<file path="src/rtl/constraint_sample_collector.sv">
// -----------------------------------------------------------------------------
// constraint_sample_collector
//
// Drives pseudo-random candidates into an external combinational constraint
// checker, samples its verdict and buffers accepted candidates in a small FIFO
// that is presented as a valid/ready stream. A run stops after target_count
// accepts or after MAX_ATTEMPTS checked candidates, whichever comes first.
//
// Ports:
//   clk, rst          clock (rising edge), asynchronous active-high reset
//   start             pulse, begins a run from IDLE or DONE
//   seed              LFSR seed, captured when a start is accepted
//   target_count      number of accepts that finishes the run
//   cand/cand_valid   candidate to the checker; valid while under check
//   x                 checker verdict, combinational from cand
//   sample_data       FIFO head (registered)
//   sample_valid      FIFO non-empty
//   sample_ready      consumer takes the head when valid & ready
//   busy              run in progress (FILL or CHECK)
//   done / timeout    run finished / finished by attempt budget
//   attempts          candidates checked this run (saturating)
//   accepted          candidates pushed this run
// -----------------------------------------------------------------------------
module constraint_sample_collector #(
   parameter int CAND_W       = 185,
   parameter int CNT_W        = 16,
   parameter int MAX_ATTEMPTS = 65535,
   parameter int FIFO_DEPTH   = 4
) (
   input  logic              clk,
   input  logic              rst,
   input  logic              start,
   input  logic [31:0]       seed,
   input  logic [CNT_W-1:0]  target_count,
   output logic [CAND_W-1:0] cand,
   output logic              cand_valid,
   input  logic              x,
   output logic [CAND_W-1:0] sample_data,
   output logic              sample_valid,
   input  logic              sample_ready,
   output logic              busy,
   output logic              done,
   output logic              timeout,
   output logic [31:0]       attempts,
   output logic [CNT_W-1:0]  accepted
);

   localparam logic [31:0] LFSR_TAPS = 32'h8020_0003;
   localparam int BEATS  = (CAND_W + 31) / 32;
   localparam int BEAT_W = (BEATS > 1) ? $clog2(BEATS) : 1;
   localparam int PTR_W  = $clog2(FIFO_DEPTH);
   localparam logic [BEAT_W-1:0] LAST_BEAT = BEAT_W'(BEATS - 1);
   localparam logic [PTR_W:0]    FULL_CNT  = (PTR_W + 1)'(FIFO_DEPTH);
   localparam logic [31:0]       MAX_ATT   = 32'(MAX_ATTEMPTS);

   typedef enum logic [1:0] {S_IDLE, S_FILL, S_CHECK, S_DONE} state_t;

   function automatic logic [31:0] lfsr_step(input logic [31:0] v);
      return (v >> 1) ^ (v[0] ? LFSR_TAPS : 32'h0);
   endfunction

   // ---------------------------------------------------------------- state
   state_t             state_q,    state_d;
   logic [CAND_W-1:0]  cand_q,     cand_d;
   logic [31:0]        lfsr_q,     lfsr_d;
   logic [BEAT_W-1:0]  beat_q,     beat_d;
   logic [31:0]        attempts_q, attempts_d;
   logic [CNT_W-1:0]   accepted_q, accepted_d;
   logic [CNT_W-1:0]   target_q,   target_d;
   logic               done_q,     done_d;
   logic               timeout_q,  timeout_d;

   // ---------------------------------------------------------------- fifo
   logic [CAND_W-1:0]  mem_q [FIFO_DEPTH];
   logic [PTR_W-1:0]   wr_ptr_q,   wr_ptr_d;
   logic [PTR_W-1:0]   rd_ptr_q,   rd_ptr_d;
   logic [PTR_W:0]     count_q,    count_d;
   logic [CAND_W-1:0]  head_q,     head_d;

   logic               push, pop, fifo_full;
   logic [PTR_W-1:0]   rd_nx;
   logic [31:0]        att_nx;
   logic [CNT_W-1:0]   acc_nx;

   assign fifo_full = (count_q == FULL_CNT);
   assign pop       = (count_q != '0) && sample_ready;
   assign rd_nx     = rd_ptr_q + PTR_W'(1);
   // attempts never wraps
   assign att_nx    = (attempts_q == '1) ? attempts_q : attempts_q + 32'd1;
   assign acc_nx    = accepted_q + CNT_W'(x);

   // --------------------------------------------------- control next state
   always_comb begin
      state_d    = state_q;
      cand_d     = cand_q;
      lfsr_d     = lfsr_q;
      beat_d     = beat_q;
      attempts_d = attempts_q;
      accepted_d = accepted_q;
      target_d   = target_q;
      done_d     = done_q;
      timeout_d  = timeout_q;
      push       = 1'b0;

      case (state_q)
         S_IDLE, S_DONE: begin
            if (start) begin
               // an all-zero Galois LFSR would lock up, so seed 0 maps to 1
               lfsr_d     = (seed == 32'h0) ? 32'h1 : seed;
               attempts_d = '0;
               accepted_d = '0;
               timeout_d  = 1'b0;
               target_d   = target_count;
               beat_d     = '0;
               if (target_count == '0) begin
                  state_d = S_DONE;
                  done_d  = 1'b1;
               end else begin
                  state_d = S_FILL;
                  done_d  = 1'b0;
               end
            end
         end

         S_FILL: begin
            cand_d = {cand_q[CAND_W-33:0], lfsr_q};
            lfsr_d = lfsr_step(lfsr_q);
            if (beat_q == LAST_BEAT) begin
               beat_d  = '0;
               state_d = S_CHECK;
            end else begin
               beat_d  = beat_q + BEAT_W'(1);
            end
         end

         S_CHECK: begin
            // an accepted candidate waits here for FIFO space; a pop in the
            // same cycle does not free the slot until the next edge
            if (!(x && fifo_full)) begin
               attempts_d = att_nx;
               accepted_d = acc_nx;
               push       = x;
               // completion takes priority over the attempt budget
               if (acc_nx == target_q) begin
                  state_d   = S_DONE;
                  done_d    = 1'b1;
                  timeout_d = 1'b0;
               end else if (att_nx == MAX_ATT) begin
                  state_d   = S_DONE;
                  done_d    = 1'b1;
                  timeout_d = 1'b1;
               end else begin
                  state_d   = S_FILL;
               end
            end
         end

         default: state_d = S_IDLE;
      endcase
   end

   // ------------------------------------------------------ fifo next state
   always_comb begin
      wr_ptr_d = wr_ptr_q;
      rd_ptr_d = rd_ptr_q;
      count_d  = count_q;
      head_d   = head_q;

      if (push) wr_ptr_d = wr_ptr_q + PTR_W'(1);
      if (pop)  rd_ptr_d = rd_nx;

      case ({push, pop})
         2'b10:   count_d = count_q + (PTR_W + 1)'(1);
         2'b01:   count_d = count_q - (PTR_W + 1)'(1);
         default: count_d = count_q;
      endcase

      // head register shadows mem[rd_ptr] while non-empty and keeps its last
      // value once the FIFO drains
      if (push && ((count_q == '0) || (pop && count_q == (PTR_W + 1)'(1)))) begin
         head_d = cand_q;
      end else if (pop && count_q > (PTR_W + 1)'(1)) begin
         head_d = mem_q[rd_nx];
      end
   end

   // ------------------------------------------------------------ registers
   always_ff @(posedge clk or posedge rst) begin
      if (rst) begin
         state_q    <= S_IDLE;
         cand_q     <= '0;
         lfsr_q     <= '0;
         beat_q     <= '0;
         attempts_q <= '0;
         accepted_q <= '0;
         target_q   <= '0;
         done_q     <= 1'b0;
         timeout_q  <= 1'b0;
         wr_ptr_q   <= '0;
         rd_ptr_q   <= '0;
         count_q    <= '0;
         head_q     <= '0;
      end else begin
         state_q    <= state_d;
         cand_q     <= cand_d;
         lfsr_q     <= lfsr_d;
         beat_q     <= beat_d;
         attempts_q <= attempts_d;
         accepted_q <= accepted_d;
         target_q   <= target_d;
         done_q     <= done_d;
         timeout_q  <= timeout_d;
         wr_ptr_q   <= wr_ptr_d;
         rd_ptr_q   <= rd_ptr_d;
         count_q    <= count_d;
         head_q     <= head_d;
      end
   end

   always_ff @(posedge clk or posedge rst) begin
      if (rst) begin
         for (int i = 0; i < FIFO_DEPTH; i++) mem_q[i] <= '0;
      end else if (push) begin
         mem_q[wr_ptr_q] <= cand_q;
      end
   end

   // -------------------------------------------------------------- outputs
   assign cand         = cand_q;
   assign cand_valid   = (state_q == S_CHECK);
   assign busy         = (state_q == S_FILL) || (state_q == S_CHECK);
   assign done         = done_q;
   assign timeout      = timeout_q;
   assign attempts     = attempts_q;
   assign accepted     = accepted_q;
   assign sample_valid = (count_q != '0);
   assign sample_data  = head_q;

endmodule

</file>
<file path="config.mk">
export PLATFORM = sky130hd
export DESIGN_NAME = constraint_sample_collector
export DESIGN_NICKNAME = d
export VERILOG_FILES = /design/src/rtl/constraint_sample_collector.sv
export SDC_FILE = /design/constraint.sdc
export NUM_CORES = 2
export LEC_CHECK = 0
export CAP_MARGIN = 20
export CORE_MARGIN = 1
export CORE_UTILIZATION = 45
export DETAILED_ROUTE_END_ITERATION = 6
export DONT_BUFFER_PORTS = 1
export PLACE_DENSITY = 0.57
export SYNTH_ARGS = -nofsm -noshare
export SYNTH_HDL_FRONTEND = slang
export SYNTH_SLANG_ARGS = --single-unit
</file>
<file path="constraint.sdc">
create_clock -name clk -period 144.5 [get_ports clk]
set_clock_uncertainty 0.05 [all_clocks]
set_input_delay 36.125 -clock clk [delete_from_list [all_inputs] [get_ports clk]]
set_output_delay 36.125 -clock clk [all_outputs]
set_load 0.005 [all_outputs]
</file>
# == Word-level counts from Yosys, hierarchy flattened ==
# Cells that the tools add are included.
# totals
register_bits,1220
inputBits,53
wordCells,111
# op_classes
addsub,7
order_cmp,4
eq_ne,15
muxes,42
bitwise,3
reduce_logical,23
# ops
cell,count
$mux 185,5
$bwmux 740,1
$bmux 185 s2,1
$demux 185 s2,1
$mux 32,6
$pmux 32 s2,2
$add 32x1->32 const B,1
$eq 32x16->1 const B,1
$eq 32x32->1 const B,1
$logic_not 32->1,1
$mux 16,2
$pmux 16 s2,1
$xor 31x32->32,1
$add 16x1->16,1
$eq 16x16->1,1
$logic_not 16->1,1
$mux 2,6
$pmux 3 s2,2
$mux 1,10
$reduce_bool 2->1,4
$add 3x1->3 const B,2
$eq 2x2->1 const B,3
$eq 3x3->1 const B,2
$ge 3x3->1 const B,2
other kinds (21),36

# == Longest topological paths before layout ==
# logic_depth
word_depth,7
ltp_mapped,11
ltp_nobuf,10

# == Worst setup path after synthesis ==
# OpenSTA, ideal clock, no wires.
# synth_path
path_type,input to register
startpoint,input x
endpoint,register state_q[1]
setup_time_ns,0.124
t_arrival_ns,37.947
setup_slack_ns,106.379
path_stages,11
path_buffers,1
cell_sequence,ha_1 -> ha_1 -> and3_1 -> buf_2 -> a21oi_1 -> a311o_1 -> a31o_2 -> o2111a_1 -> nor3b_1 -> nor3_1 -> a21oi_1
# synth_between
elab_chain_len,5
elab_cells_between_ends,8
cone_classes,add/sub (1); eq/ne (2); mux (3); reduce/logical (2)
# synth_rtl
element,line_no,source
start: declaration,37,"input logic x,"
$add 16x1->16,90,assign acc_nx = accepted_q + CNT_W'(x);
$eq 16x16->1,144,if (acc_nx == target_q) begin
$mux 2,144,
$mux 2,139,if (!(x && fifo_full)) begin
$pmux 2 s3,105,case (state_q)
end signal: assignment,204,state_q <= state_d;
end: declaration,63,"state_t state_q, state_d;"
# Parallel ways exist; a longest one is shown, timed or not. The select of a mux whose other input is x is not followed.
# A chain may end at the register's enable or synchronous reset.

==> impl_metrics.env <==
export IMPL_status="finished clean"
export IMPL_synth_top_area_frac=0.578
export IMPL_startpoint_type="input port"
export IMPL_crit_arrival_ns=40.74
export IMPL_cts_buffer_depth=3
export IMPL_die_h_um=344
export IMPL_drive_above_1_share=0.381
export IMPL_synth_area_sq_um=52800
export IMPL_min_period_ns=40.06
export IMPL_slew_headroom=0.275
export IMPL_switchingPower_w=0.000475
export IMPL_grt_pass1_wl_mm=220
export IMPL_yosys_warnings=0
export IMPL_p_int_w=0.000864
export IMPL_setup_viol=0
export IMPL_cts_hold_buf=0
export IMPL_async_reset_ff_frac=1.00
export IMPL_ant_nets=0
export IMPL_port_buffers=0
export IMPL_hpwlAfterDp_mm=88.7
export IMPL_cp_slowest_cell="buf_4"
export IMPL_grt_max_degree=157
export IMPL_synth_enable_flop_cells=0
export IMPL_rsz0062_at_grt="no"
export IMPL_cp_num_buf_inv=6
export IMPL_p_sw_frac=0.355
export IMPL_first_global_vias=32764
export IMPL_fp_dieW_um=344
export IMPL_max_freq_ghz=0.0250
export IMPL_min_delay_path_class="flip-flop to flip-flop"
export IMPL_p_leak_nw=27.7
export IMPL_synth_common_cells="dfrtp_1, mux2_2, nand2_1"
export IMPL_clk_latency_ns=0.75
export IMPL_cts_made_buffers=137
export IMPL_drtIter0Drc=1869
export IMPL_netlist_instances=3750
export IMPL_p_per_area_nw_per_um2=22.7
export IMPL_cts_sinks=1220
export IMPL_cp_top_family="buffers and inverters"
export IMPL_clkTransAtPathRegs_ns=0.06
export IMPL_endpoint_kind="async pin"
export IMPL_final_util=0.507
export IMPL_multiInputGateArea_sq_um=21200
export IMPL_cts_setup_buffers=0
export IMPL_worst_slew_pin_slew_ns=1.09
export IMPL_ctsResizeCount=0
export IMPL_htreeDepth=4
export IMPL_place_gp_congestion=0.826
export IMPL_fillCellCount=10007
export IMPL_max_stage_delay_ns=0.84
export IMPL_antenna_found_initial=4
export IMPL_slew_viol_final=0
export IMPL_peakVddDrop_v=0.0000165
export IMPL_worstSetupPathType="input port to async pin"
export IMPL_syn_nets=3818
export IMPL_p_clk_frac=0.263
export IMPL_synth_seq_area_share=0.578
export IMPL_synth_cell_types=79
export IMPL_ys_ff_latch=1220
export IMPL_power_frac_comb=0.269
export IMPL_hold_viol=0
export IMPL_seqPwrFrac=0.468
export IMPL_num_rows=125
export IMPL_yosysMostFrequentCell="dfrtp_1"
export IMPL_wl_per_cell_um=27.4
export IMPL_drtPass1Iterations=4
export IMPL_cp_common_cell="buf_4"
export IMPL_synth_flop_cell="dfrtp_1"
export IMPL_drc=0
export IMPL_viasPerCell=5.92
export IMPL_fin_crit_sh=0.277
export IMPL_grt_ovfl_total=0
export IMPL_cts_root_buf="clkbuf_16"
export IMPL_cts_tree="done"
export IMPL_area_delta_synth_final_pct=11.6
export IMPL_critical_path_required_ns=145.18
export IMPL_fin_setup_tns_ns=0
export IMPL_ios=476
export IMPL_grtUsageTotal=0.249
export IMPL_start_util=0.454
export IMPL_dieArea_sq_um=119000
export IMPL_syn_avg_cell_area_sq_um=14.1
export IMPL_fp_coreArea_sq_um=116000
export IMPL_wirelength_mm=146
export IMPL_synth_area_leaders="dfrtp_1, mux2_2, mux4_2"
export IMPL_register_area_sq_um=30500
export IMPL_crit_fanout=156
export IMPL_synth_area_leader_cell="dfrtp_1"
export IMPL_cap_violations=0
export IMPL_nNetsFinal=3765
export IMPL_num_vias=31549
export IMPL_worstPathCellList="inv_8 > buf_12 > buf_4 > buf_12 > buf_4 > buf_4"
[path summary, 6_finish.rpt]
path / start / end / slack [ns] / cells past startpoint
max in group clk: x / mem_q[445] / 105.74 / 7
worst min-delay path: sample_data[170] / sample_data[170] / 0.44 / 2
worst max-delay path: rst / mem_q[268] / 104.44 / 6
min in group asynchronous: rst / mem_q[231] / 35.29 / 1
worst min register to register: sample_data[170] / sample_data[170] / 0.44 / 2
worst max register to register: rd_ptr_q[1] / sample_data[121] / 139.85 / 6
[power groups by stage]
stage | combinational [W] | sequential (W) | clock, W
6_report | 0.000360 | 0.000626 | 0.000352
5_1_grt | 0.000395 | 0.000648 | 0.000374
4_1_cts | 0.000366 | 0.000631 | 0.000360
3_5_place_dp | 0.000365 | 0.000637 | 0
3_3_place_gp | 0.000357 | 0.000634 | 0
2_1_floorplan | 0.000294 | 0.000549 | 0
[worst reg2reg max path, stage by stage, from the launching register on]
cell and delay [ns]:
dfrtp_4 1.06, buf_4 0.66, buf_4 0.85, buf_4 0.91, mux4_2 0.66, a22oi_1 0.25
nand2_1 0.09
[layout make-up]
type                    instances  share of cell area
diodes                          4            0.000170
clock buffers                 204              0.0698
clock inverters                41             0.00798
inverters                      29             0.00197
multi-input cells            2249               0.360
flip-flops and latches       1220               0.518
well taps                    1524              0.0324
repair buffers                 60             0.00960
[state kept, by name, summed over array words and instances (netlist names)]
name,flops
mem_q,740
cand,185
sample_data,185
attempts,32
lfsr_q,32
accepted,16
target_q,16
beat_q,3
count_q,3
rd_ptr_q,2
state_q,2
wr_ptr_q,2
done,1
timeout,1
[cell usage in the layout (no fill, tap or decap), types with 5 or more instances in the layout]
cell	n
nand2_1	483
bufinv_16	5
nor2_1	70
buf_12	6
o21ai_0	46
clkbuf_1	26
xor2_1	9
a22oi_1	185
buf_4	52
dfrtp_1	1218
mux2_2	940
xnor2_1	29
inv_1	28
o31ai_1	28
nor3_1	14
mux2i_1	10
clkbuf_16	139
nand4_1	16
nor4_1	16
and3_1	9
clkbuf_8	39
a31oi_1	5
inv_6	5
nand3_1	32
ha_1	14
a21o_1	12
and4_1	6
clkinv_8	6
a21oi_1	18
clkinv_2	19
mux4_2	185
a221oi_1	27
[logic make-up (layout without fill, tap and decap cells)]
family / after synthesis / in the layout / share of synthesized area
buffers and inverters: 281 / 334 / 0.0214
AOI/OAI and AO/OA: 365 / 365 / 0.0505
muxes: 1135 / 1135 / 0.281
other: 0 / 4 / 0
adders and majority gates: 15 / 15 / 0.00356
DFF: 1220 / 1220 / 0.578
xor gates and xnor gates: 39 / 39 / 0.00661
and+or+nand+nor: 695 / 695 / 0.0580
[through the flow]
stage | area [sq um] | cells | hold WS, ns | power (W) | worst slack (ns)
floorplan | 52800 | 3750 | 0.413 | 0.000843 | 73.95
CTS | 58900 | 5324 | 0.444 | 0.00136 | 104.28
global placement | 54300 | 5079 | 0.427 | 0.000992 | 103.43
detailed placement | 54300 | 5079 | 0.432 | 0.00100 | 103.47
global route | 58900 | 5329 | 0.454 | 0.00142 | 103.68
finish | 58900 | 5331 | 0.438 | 0.00134 | 104.44
[metal layers]
metal  track usage  vias to the layer above  routed length [um]  share of wire
li1              -                    13645                   -              -
met1         0.327                    16975               62200           0.42
met2         0.398                      723               69600           0.48
met3        0.0742                      206               10800          0.074
met4        0.0737                        0                3820          0.026
met5             0                        -                   0              0
Power figures use the tool's default switching activity.
